--- src/rtl/butterfly_pkg.sv ---
// Shared types and constants for the butterfly job dispatcher.
package butterfly_pkg;

  localparam int unsigned LEN_W  = 16;
  localparam int unsigned MODE_W = 5;
  localparam int unsigned DESC_W = LEN_W + MODE_W;

  localparam int unsigned MODE_FFT        = 0;
  localparam int unsigned MODE_BYPASS_P2S = 1;
  localparam int unsigned MODE_SC_ADD     = 2;
  localparam int unsigned MODE_SC_CACHE   = 3;
  localparam int unsigned MODE_LN         = 4;

  typedef enum logic [1:0] {
    S_IDLE  = 2'd0,
    S_LOAD  = 2'd1,
    S_RUN   = 2'd2,
    S_DRAIN = 2'd3
  } state_e;

  typedef struct packed {
    logic [MODE_W-1:0] mode;
    logic [LEN_W-1:0]  len;
  } cmd_desc_t;

endpackage

--- src/rtl/dispatch_cmd_fifo.sv ---
// Synchronous FIFO with first-word fall-through read data and registered flags.
module dispatch_cmd_fifo #(
  parameter int unsigned WIDTH = 21,
  parameter int unsigned DEPTH = 4
) (
  input  logic             clk,
  input  logic             rst_n,
  input  logic             wr_en,
  input  logic [WIDTH-1:0] wr_data,
  input  logic             rd_en,
  output logic [WIDTH-1:0] rd_data_c,
  output logic             full,
  output logic             empty
);

  localparam int unsigned AW = (DEPTH > 1) ? $clog2(DEPTH) : 1;
  localparam int unsigned CW = AW + 1;

  logic [WIDTH-1:0] mem [DEPTH];
  logic [AW-1:0]    wr_ptr;
  logic [AW-1:0]    rd_ptr;
  logic [CW-1:0]    count;
  logic [CW-1:0]    count_d;
  logic             do_wr;
  logic             do_rd;

  // A write into a full FIFO is allowed only when a read frees the slot this cycle.
  assign do_rd     = rd_en && !empty;
  assign do_wr     = wr_en && (!full || do_rd);
  assign count_d   = count + CW'(do_wr) - CW'(do_rd);
  assign rd_data_c = mem[rd_ptr];

  always_ff @(posedge clk) begin
    if (!rst_n) begin
      wr_ptr <= '0;
      rd_ptr <= '0;
      count  <= '0;
      full   <= 1'b0;
      empty  <= 1'b1;
    end else begin
      if (do_wr) begin
        mem[wr_ptr] <= wr_data;
        wr_ptr      <= wr_ptr + AW'(1);
      end
      if (do_rd) begin
        rd_ptr <= rd_ptr + AW'(1);
      end
      count <= count_d;
      full  <= (count_d == CW'(DEPTH));
      empty <= (count_d == '0);
    end
  end

endmodule

--- src/rtl/butterfly_job_dispatcher.sv ---
// Job front end: queues descriptors, fans config out to engine groups,
// gates input beats and counts output beats to detect job completion.
module butterfly_job_dispatcher
  import butterfly_pkg::*;
#(
  parameter int unsigned NUM_GROUPS = 32,
  parameter int unsigned IN_CHNL    = 8,
  parameter int unsigned OUT_CHNL   = 8,
  parameter int unsigned CMD_DEPTH  = 4
) (
  input  logic                         clk,
  input  logic                         rst_n,
  input  logic                         cmd_vld,
  input  logic [LEN_W-1:0]             cmd_len,
  input  logic [MODE_W-1:0]            cmd_mode,
  output logic                         cmd_rdy,
  output logic [NUM_GROUPS*LEN_W-1:0]  cfg_length,
  output logic [NUM_GROUPS*MODE_W-1:0] cfg_mode,
  output logic [NUM_GROUPS-1:0]        bu_start,
  input  logic [IN_CHNL-1:0]           up_vld,
  output logic [IN_CHNL-1:0]           up_rdy,
  output logic [IN_CHNL-1:0]           eng_up_vld,
  input  logic                         eng_up_rdy,
  input  logic [OUT_CHNL-1:0]          eng_dn_vld,
  input  logic [OUT_CHNL-1:0]          dn_rdy,
  output logic                         busy,
  output logic                         done,
  output logic [LEN_W-1:0]             in_cnt
);

  state_e            state_q;
  state_e            state_d;
  logic [DESC_W-1:0] head_raw;
  cmd_desc_t         head;
  logic              fifo_full;
  logic              fifo_empty;
  logic              push;
  logic              pop;
  logic              start_d;
  logic              done_d;
  logic              in_run;
  logic              in_beat;
  logic              out_beat;
  logic [LEN_W-1:0]  job_len_q;
  logic [LEN_W-1:0]  out_cnt_q;
  logic [LEN_W-1:0]  out_cnt_d;
  logic [LEN_W-1:0]  in_cnt_d;

  assign cmd_rdy = !fifo_full;
  assign push    = cmd_vld && cmd_rdy;
  assign head    = cmd_desc_t'(head_raw);

  dispatch_cmd_fifo #(
    .WIDTH (DESC_W),
    .DEPTH (CMD_DEPTH)
  ) u_cmd_fifo (
    .clk       (clk),
    .rst_n     (rst_n),
    .wr_en     (push),
    .wr_data   ({cmd_mode, cmd_len}),
    .rd_en     (pop),
    .rd_data_c (head_raw),
    .full      (fifo_full),
    .empty     (fifo_empty)
  );

  // Joint input handshake: only a beat valid on every channel is forwarded.
  assign in_run     = (state_q == S_RUN);
  assign up_rdy     = in_run ? {IN_CHNL{eng_up_rdy}} : '0;
  assign eng_up_vld = (in_run && (&up_vld)) ? up_vld : '0;
  assign in_beat    = in_run && (&up_vld) && eng_up_rdy;

  // Output beats count in RUN and DRAIN, saturating at the job length.
  assign out_beat = ((state_q == S_RUN) || (state_q == S_DRAIN))
                    && (&(eng_dn_vld & dn_rdy))
                    && (out_cnt_q != job_len_q);

  always_comb begin
    state_d   = state_q;
    pop       = 1'b0;
    start_d   = 1'b0;
    done_d    = 1'b0;
    in_cnt_d  = in_cnt + LEN_W'(in_beat);
    out_cnt_d = out_cnt_q + LEN_W'(out_beat);

    case (state_q)
      S_IDLE: begin
        // The done cycle keeps the FSM idle so jobs are always separated.
        if (!fifo_empty && !done) begin
          pop = 1'b1;
          if (head.len != '0) begin
            state_d = S_LOAD;
            start_d = 1'b1;
          end else begin
            done_d = 1'b1;
          end
        end
      end
      S_LOAD: begin
        state_d = S_RUN;
      end
      S_RUN: begin
        if (in_beat && (in_cnt_d == job_len_q)) begin
          state_d = S_DRAIN;
        end
      end
      S_DRAIN: begin
        if (out_cnt_d == job_len_q) begin
          state_d = S_IDLE;
          done_d  = 1'b1;
        end
      end
      default: begin
        state_d = S_IDLE;
      end
    endcase

    if (state_d == S_IDLE) begin
      in_cnt_d  = '0;
      out_cnt_d = '0;
    end
  end

  always_ff @(posedge clk) begin
    if (!rst_n) begin
      state_q    <= S_IDLE;
      job_len_q  <= '0;
      in_cnt     <= '0;
      out_cnt_q  <= '0;
      cfg_length <= '0;
      cfg_mode   <= '0;
      bu_start   <= '0;
      busy       <= 1'b0;
      done       <= 1'b0;
    end else begin
      state_q   <= state_d;
      in_cnt    <= in_cnt_d;
      out_cnt_q <= out_cnt_d;
      bu_start  <= {NUM_GROUPS{start_d}};
      busy      <= (state_d != S_IDLE);
      done      <= done_d;
      // Every group copy loads on the pop edge and holds until the next pop.
      if (pop) begin
        job_len_q  <= head.len;
        cfg_length <= {NUM_GROUPS{head.len}};
        cfg_mode   <= {NUM_GROUPS{head.mode}};
      end
    end
  end

endmodule

--- config.mk ---
export PLATFORM = sky130hd
export DESIGN_NAME = butterfly_job_dispatcher
export DESIGN_NICKNAME = d
export VERILOG_FILES = /design/src/rtl/butterfly_pkg.sv /design/src/rtl/dispatch_cmd_fifo.sv /design/src/rtl/butterfly_job_dispatcher.sv
export SDC_FILE = /design/constraint.sdc
export NUM_CORES = 1
export LEC_CHECK = 0
export CORE_AREA = 4 4 300 302
export CTS_CLUSTER_DIAMETER = 200
export DETAILED_ROUTE_END_ITERATION = 10
export DIE_AREA = 0 0 304 306
export HOLD_SLACK_MARGIN = 0.12
export PLACE_DENSITY = 0.35
export RECOVER_POWER = 100
export SYNTH_ARGS = -nofsm -noshare
export SYNTH_HDL_FRONTEND = slang
export SYNTH_SLANG_ARGS = --single-unit
--- constraint.sdc ---
create_clock -name clk -period 12.66 [get_ports clk]
set_input_delay 1.899 -clock clk [delete_from_list [all_inputs] [get_ports clk]]
set_output_delay 1.899 -clock clk [all_outputs]
set_load 0.02 [all_outputs]
# Word level (Yosys, flattened, before mapping)
# Memories as Yosys holds them, arrays and structs flattened. A register that Yosys moved wholly into a read port is not among the register bits.
# Index checks and enable logic that the tools add are counted.
[classes]
addsub = 6
n_mul = 0
div = 0
n_lt_le_gt_ge = 0
eq_ne = 7
shifts = 0
muxes = 21
n_bitwise = 2
reduce_logical = 22
[ops]
columns = ["op", "n"]
rows = [
  ["$add 16x1->16", 2],
  ["$eq 16x16->1", 2],
  ["$mux 8", 2],
  ["$ne 16x16->1", 1],
  ["$reduce_and 8->1", 2],
  ["$reduce_bool 16->1", 1],
  ["$mux 2", 6],
  ["$mux 1", 11],
  ["$logic_and 1x1->1", 9],
  ["$and 8x8->8", 1],
  ["$pmux 2 s4", 1],
  ["$add 2x1->2 const B", 2],
  ["$eq 2x2->1 const B", 2],
  ["$logic_not 2->1", 2],
  ["$add 3x1->3", 1],
  ["$eq 3x3->1 const B", 1],
  ["$logic_not 1->1", 3],
  ["$logic_not 3->1", 1],
  ["$sub 3x1->3", 1],
  ["$eq 2x1->1 const B", 1],
  ["$logic_or 1x1->1", 2],
  ["$pmux 1 s2", 1],
  ["$reduce_bool 2->1", 1],
  ["$reduce_or 2->1", 1],
  ["$not 1->1", 1],
]
[totals]
reg_bits = 734
latchBits = 0
mem_bits_rw = 84
rom_bits = 0
elab_cells = 73
mem_count = 1
[mem_list]
columns = ["name", "depth", "width", "rd", "rd_ports_with_merged_regs", "wr", "line", "source"]
rows = [
  ["u_cmd_fifo.mem", 4, 21, 1, 1, 1, "dispatch_cmd_fifo.sv:19", "logic [WIDTH-1:0] mem [DEPTH];"],
]

# Logic depth before layout (Yosys ltp)
[depth]
depth_word = 10
depth_mapped = 18
depth_no_buf = 16

# By module
# Synthesis repeated with hierarchy kept, for this count alone.
[hier_totals]
hier_cells = 1295
hier_area_um2 = 12462.0
[modules_own_cells]
columns = ["module", "n_inst", "cells_each", "area_each_um2", "seq_area_each_um2"]
rows = [
  ["butterfly_job_dispatcher", 1, 1136, 8903.5, 1161.1],
  ["dispatch_cmd_fifo", 1, 159, 3558.4, 2742.6],
]

# Worst setup path after synthesis
# Ideal clock, no wire load.
[synth_path]
path_type = "input to register"
from = "input up_vld[1]"
to = "register out_cnt_q[10]"
setup_ps = 81
t_arrival_ps = 5352
slack_ps = 7227
path_stages = 14
n_path_buf = 1
cell_sequence = "nand4_1 -> nor3_1 -> and2_1 -> ha_1 -> ha_1 -> nand2_1 -> nor4_2 -> xnor2_1 -> o21ai_0 -> or4_4 -> nor4_4 -> o32ai_4 -> buf_6 -> a211oi_2"
[synth_between]
elab_chain_len = 10
[synth_lines]
columns = ["item", "line", "source"]
rows = [
  ["start, declared", "butterfly_job_dispatcher.sv:20", "input logic [IN_CHNL-1:0] up_vld,"],
  ["$reduce_and 8->1 (*)", "butterfly_job_dispatcher.sv:71", "assign in_beat = in_run && (&up_vld) && eng_up_rdy;"],
  ["$logic_and 1x1->1 (*) (2 in series)", "butterfly_job_dispatcher.sv:71", ""],
  ["$add 16x1->16", "butterfly_job_dispatcher.sv:83", "in_cnt_d = in_cnt + LEN_W'(in_beat);"],
  ["$eq 16x16->1", "butterfly_job_dispatcher.sv:103", "if (in_beat && (in_cnt_d == job_len_q)) begin"],
  ["$logic_and 1x1->1 (*)", "butterfly_job_dispatcher.sv:103", ""],
  ["$mux 2 (*)", "butterfly_job_dispatcher.sv:103", ""],
  ["$pmux 2 s4 (*)", "butterfly_job_dispatcher.sv:86", "case (state_q)"],
  ["$logic_not 2->1 (*)", "butterfly_job_dispatcher.sv:118", "if (state_d == S_IDLE) begin"],
  ["$reduce_or 2->1 (no source line) (*)", "n/a", ""],
  ["end signal, assigned", "butterfly_job_dispatcher.sv:138", "out_cnt_q <= out_cnt_d;"],
  ["end, declared", "butterfly_job_dispatcher.sv:45", "logic [LEN_W-1:0] out_cnt_q;"],
]
# Mark *: on every way between the ends. The rest lies on a longest branch, timed or not.
# A chain may end at the register's enable or synchronous reset.

# Final worst setup path
[layout_path]
from = "input dn_rdy[2]"
to = "register out_cnt_q[4]"
[layout_between]
elab_chain_len = 10
[layout_lines]
columns = ["item", "line", "source"]
rows = [
  ["start, declared", "butterfly_job_dispatcher.sv:25", "input logic [OUT_CHNL-1:0] dn_rdy,"],
  ["$and 8x8->8 (*)", "butterfly_job_dispatcher.sv:75", "&& (&(eng_dn_vld & dn_rdy))"],
  ["$reduce_and 8->1 (*)", "butterfly_job_dispatcher.sv:75", ""],
  ["$logic_and 1x1->1 (*)", "butterfly_job_dispatcher.sv:75", ""],
  ["$logic_and 1x1->1 (*)", "butterfly_job_dispatcher.sv:76", "&& (out_cnt_q != job_len_q);"],
  ["$add 16x1->16 (*)", "butterfly_job_dispatcher.sv:84", "out_cnt_d = out_cnt_q + LEN_W'(out_beat);"],
  ["$eq 16x16->1", "butterfly_job_dispatcher.sv:108", "if (out_cnt_d == job_len_q) begin"],
  ["$mux 2", "butterfly_job_dispatcher.sv:108", ""],
  ["$pmux 2 s4", "butterfly_job_dispatcher.sv:86", ""],
  ["$logic_not 2->1", "butterfly_job_dispatcher.sv:118", ""],
  ["$reduce_or 2->1 (no source line)", "n/a", ""],
]
# Marks and branches as above.

==> key figures <==
Placed design
  • RD Place Congestion: 0.766
  • Port bufs: 787
  • Hpwl dp: ~34000 um
  • Placed Instance Area: 16500 sq um
  • Pre-CTS WS: approximately 5.5 ns
  • Inst Count DP: between 2000 and 3000

STA
  • Final setup viols: 0
  • Fmax: 0.111 GHz
  • Worst slew pin tran: around 2.5 ns
  • Layout Skew: 0.0126 ns
  • Post-Route Setup TNS: 0 ns
  • Rel. slew slack: -0.676
  • Final Max Tran Viols: 327
  • Min Hold Slack: between 0.5 and 0.6 ns
  • Final setup margin: 3.65 ns
  • Hold Fails Final Rpt: 0
  • Minimum clock period: 9.01 ns
  • RSZ-0062 raised after global routing: no
  • Final cycle utilization of the critical path: 0.712

Logic synthesis
  • Number of synthesis warnings: 0
  • Top_reg_cell synth: edfxtp_1
  • Yosys cell types: 63
  • Synth Area per Inst: 9.59 sq um
  • Syn_nets: 1347
  • Yosys reg bits: between 150 and 200
  • Yosys top cell area share: 0.421
  • Top cells by area, synth: buf_4 (42%), edfxtp_1 (21%), dfxtp_1 (11%)
  • Asr flop ratio synth: 0
  • Synthesized area: 12300 sq um
  • Yosys top cell by area: buf_4
  • Sequential area share after synthesis: 0.317
  • Cells after Synth: 1282
  • Post-synth EDFFs: 84
  • Count leader, synth: buf_4
  • Top cells by count, synth: buf_4 (690), edfxtp_1 (84), nand2_1 (72)

CTS
  • Post CTS Setup Buffer Count: 0
  • CTS tree: built
  • CTS root buf: clkbuf_16
  • CTS Buffer Depth: 2
  • CTS buffer count: 17
  • Worst skew pair latency: 0.47 ns
  • H-tree depth: 4
  • Clock sinks: 153
  • Clock slew at reported path FFs: ~0.06 ns
  • CTS-repair resized insts: 0
  • Post-CTS Hold Fix Bufs: 0

Worst setup path
  • Critical Path End Type: flip-flop
  • Critical Path Source: dn_rdy[2]
  • Critical-path maximum fanout: 24
  • Kind of critical path: in -> reg
  • CP Data Required Time: between 10 and 15 ns
  • Worst-path cell chain: dlygate4sd3_1 > nand4_1 > or4_1 > nor3_1 > ha_1 > ha_1 > nand4_1 > or3_1 > o211a_1 > mux2_2 > a2111oi_0 > a21oi_1 > o32ai_1 > clkbuf_1 > a211oi_1
  • Max stage delay cell, worst path: o32ai_1
  • Crit path DAT: between 9 and 10 ns
  • Worst flop-to-flop path endpoint: out_cnt_q[4]$_SDFF_PP0_
  • Worst stage delay on the critical path: 1.41 ns
  • CP delay by family, top: compound AO/OA/AOI/OAI gates
  • RR Startpoint: cfg_length[510]$_SDFFE_PN0P_
  • CP bufs+invs: 2
  • Flop2flop setup slack: 4.25 ns
  • R2R cell count: 16
  • Critical Path Start Type: input pin

Power and ir drop
  • Pwr dens: between 200 and 250 nW/um^2
  • Peak VDD IR: 0.118 mV
  • Tot Pwr: 4.08 mW
  • Pleak: approximately 7.4 nW

Cells and area
  • Synth-to-Final Area Change: 37.2%
  • Post-Layout Cell Count: 2572
  • # nets final: 1451
  • FILL cells: 9554
  • Core Util, Final: 0.192
  • Finished Cell Area: 16900 sq um
  • Layout cells sized above 1: 0.0508

Run status
  • Violated checks: max-capacitance violations, max-slew violations
  • Outcome: finished with violations

Floorplanning
  • Die area: 93000 sq um
  • I/O pin total: 788
  • Horiz. Die Dim: between 300 and 400 um
  • # rows: 109
  • Starting Density: 0.140
  • Die height: between 300 and 400 um
  • Core ar.: 87700 sq um

Route
  • Wire length per cell: between 15 and 20 um
  • 1st-iter DRT viols: 425
  • Via density per instance: 3.18
  • Routed wire length: 44300 um
  • Drt pass-1 iters: 5
  • DR DRC count: 0
  • Antenna viol nets, final: 0
  • Routed vias: 8170

Global routing
  • Global-route wire length before repair: between 60000 and 70000 um
  • Largest net degree at the start of global routing: 42
  • Total Routing Usage GR: 0.0898
  • Number of global-route vias before repair: 8058
  • Initial antenna violation count: 18
  • GRT overflow: 0

Min path
  • Min-delay src: u_cmd_fifo.rd_ptr[1]$_SDFFE_PN0P_
  • Hold Crit Class: reg -> reg
  • WHS Endpoint: u_cmd_fifo.rd_ptr[1]$_SDFFE_PN0P_
  • Hold Crit Depth: 2

Run
  • Max Cap Viol: 12
[metal layers]
layer,part of all wire,up-vias,GRT usage
met2,0.54,267,0.166
met3,0.064,46,0.0279
met1,0.38,4051,0.101
li1,-,3798,-
met5,0.0012,-,0
met4,0.013,8,0.0213
[sequential cells by signal (all words and copies together), names as in the netlist, named ones only]
signal / flops
bu_start: 1
busy: 1
cfg_length: 16
cfg_mode: 5
done: 1
in_cnt: 16
out_cnt_q: 16
state_q: 2
u_cmd_fifo.count: 3
u_cmd_fifo.empty: 1
u_cmd_fifo.full: 1
u_cmd_fifo.mem: 84
u_cmd_fifo.rd_ptr: 2
u_cmd_fifo.wr_ptr: 2
[where the power goes]
| group | leakage, nW | switching (mW) | internal, mW |
|---|---|---|---|
| sequential | 1.32 | 0.151 | 0.577 |
| clock | 0.248 | 0.223 | 0.250 |
| combinational | 5.78 | 1.72 | 1.16 |
| total | 7.35 | 2.09 | 1.98 |
[cells by family (layout without fill, tap and decap cells)]
family | count (synthesis) | in the layout | synth area share
flops | 153 | 153 | 0.317
simple gates | 193 | 193 | 0.0812
xor+xnor | 70 | 70 | 0.0521
mux | 22 | 22 | 0.0394
other cells | 0 | 8 | 0
compound gates | 91 | 91 | 0.0553
buf+inv | 737 | 854 | 0.438
fa+ha+maj | 16 | 16 | 0.0169
[layout by cell type (no fill, tap or decap), types with 3 or more instances in the layout]
cell type / netlist / final
clkinv_1: 1 / 5
o21ai_0: 10 / 10
and3_1: 6 / 6
nand3_1: 17 / 17
inv_6: 0 / 5
nand2b_1: 3 / 3
ha_1: 15 / 15
a211oi_1: 13 / 17
nor4_1: 5 / 5
nor3_1: 18 / 18
mux4_2: 21 / 21
a21oi_1: 37 / 37
edfxtp_1: 84 / 84
clkbuf_16: 0 / 17
xor2_1: 23 / 23
clkdlybuf4s50_1: 0 / 42
nand4_1: 12 / 13
nor4_2: 3 / 3
a211oi_2: 10 / 6
nand2_1: 72 / 72
dlygate4sd3_1: 0 / 745
xnor2_1: 45 / 45
clkbuf_1: 18 / 18
dfxtp_1: 69 / 67
diode_2: 0 / 8
nand3b_1: 3 / 3
nor2_1: 32 / 32
inv_1: 13 / 14
clkinvlp_4: 0 / 3
and4_1: 3 / 3
buf_4: 690 / 3
[how the worst max path moves through the flow]
stage / end / slack [ns] / cells past startpoint
global route: in_cnt[15]$_SDFF_PP0_ / 3.13 / 15
floorplan: out_cnt_q[10]$_SDFF_PP0_ / 7.23 / 14
CTS: in_cnt[7]$_SDFF_PP0_ / 5.99 / 15
detailed placement: in_cnt[7]$_SDFF_PP0_ / 5.50 / 15
global placement: in_cnt[9]$_SDFF_PP0_ / 5.54 / 15
finish: out_cnt_q[4]$_SDFF_PP0_ / 3.65 / 15
[worst min-delay path, delay by kind of cell (launching register included)]
kind                      cells  cell delay, ns
DFF                           1            0.33
and+or+nand+nor               1            0.10
xor gates and xnor gates      1            0.06
[area by class of cell]
class / count / area (sq um) / share of cell area
Inverter: 15 / 56.3 / 0.00334
Antenna cell: 8 / 20.0 / 0.00119
Tap cell: 1165 / 1460 / 0.0864
Clock buffer: 18 / 429 / 0.0254
Sequential cell: 153 / 3910 / 0.231
Clock inverter: 14 / 95.1 / 0.00564
Timing Repair Buffer: 807 / 7960 / 0.472
Multi-Input combinational cell: 392 / 2950 / 0.175
No activity file was read; power rests on OpenSTA's default activity.
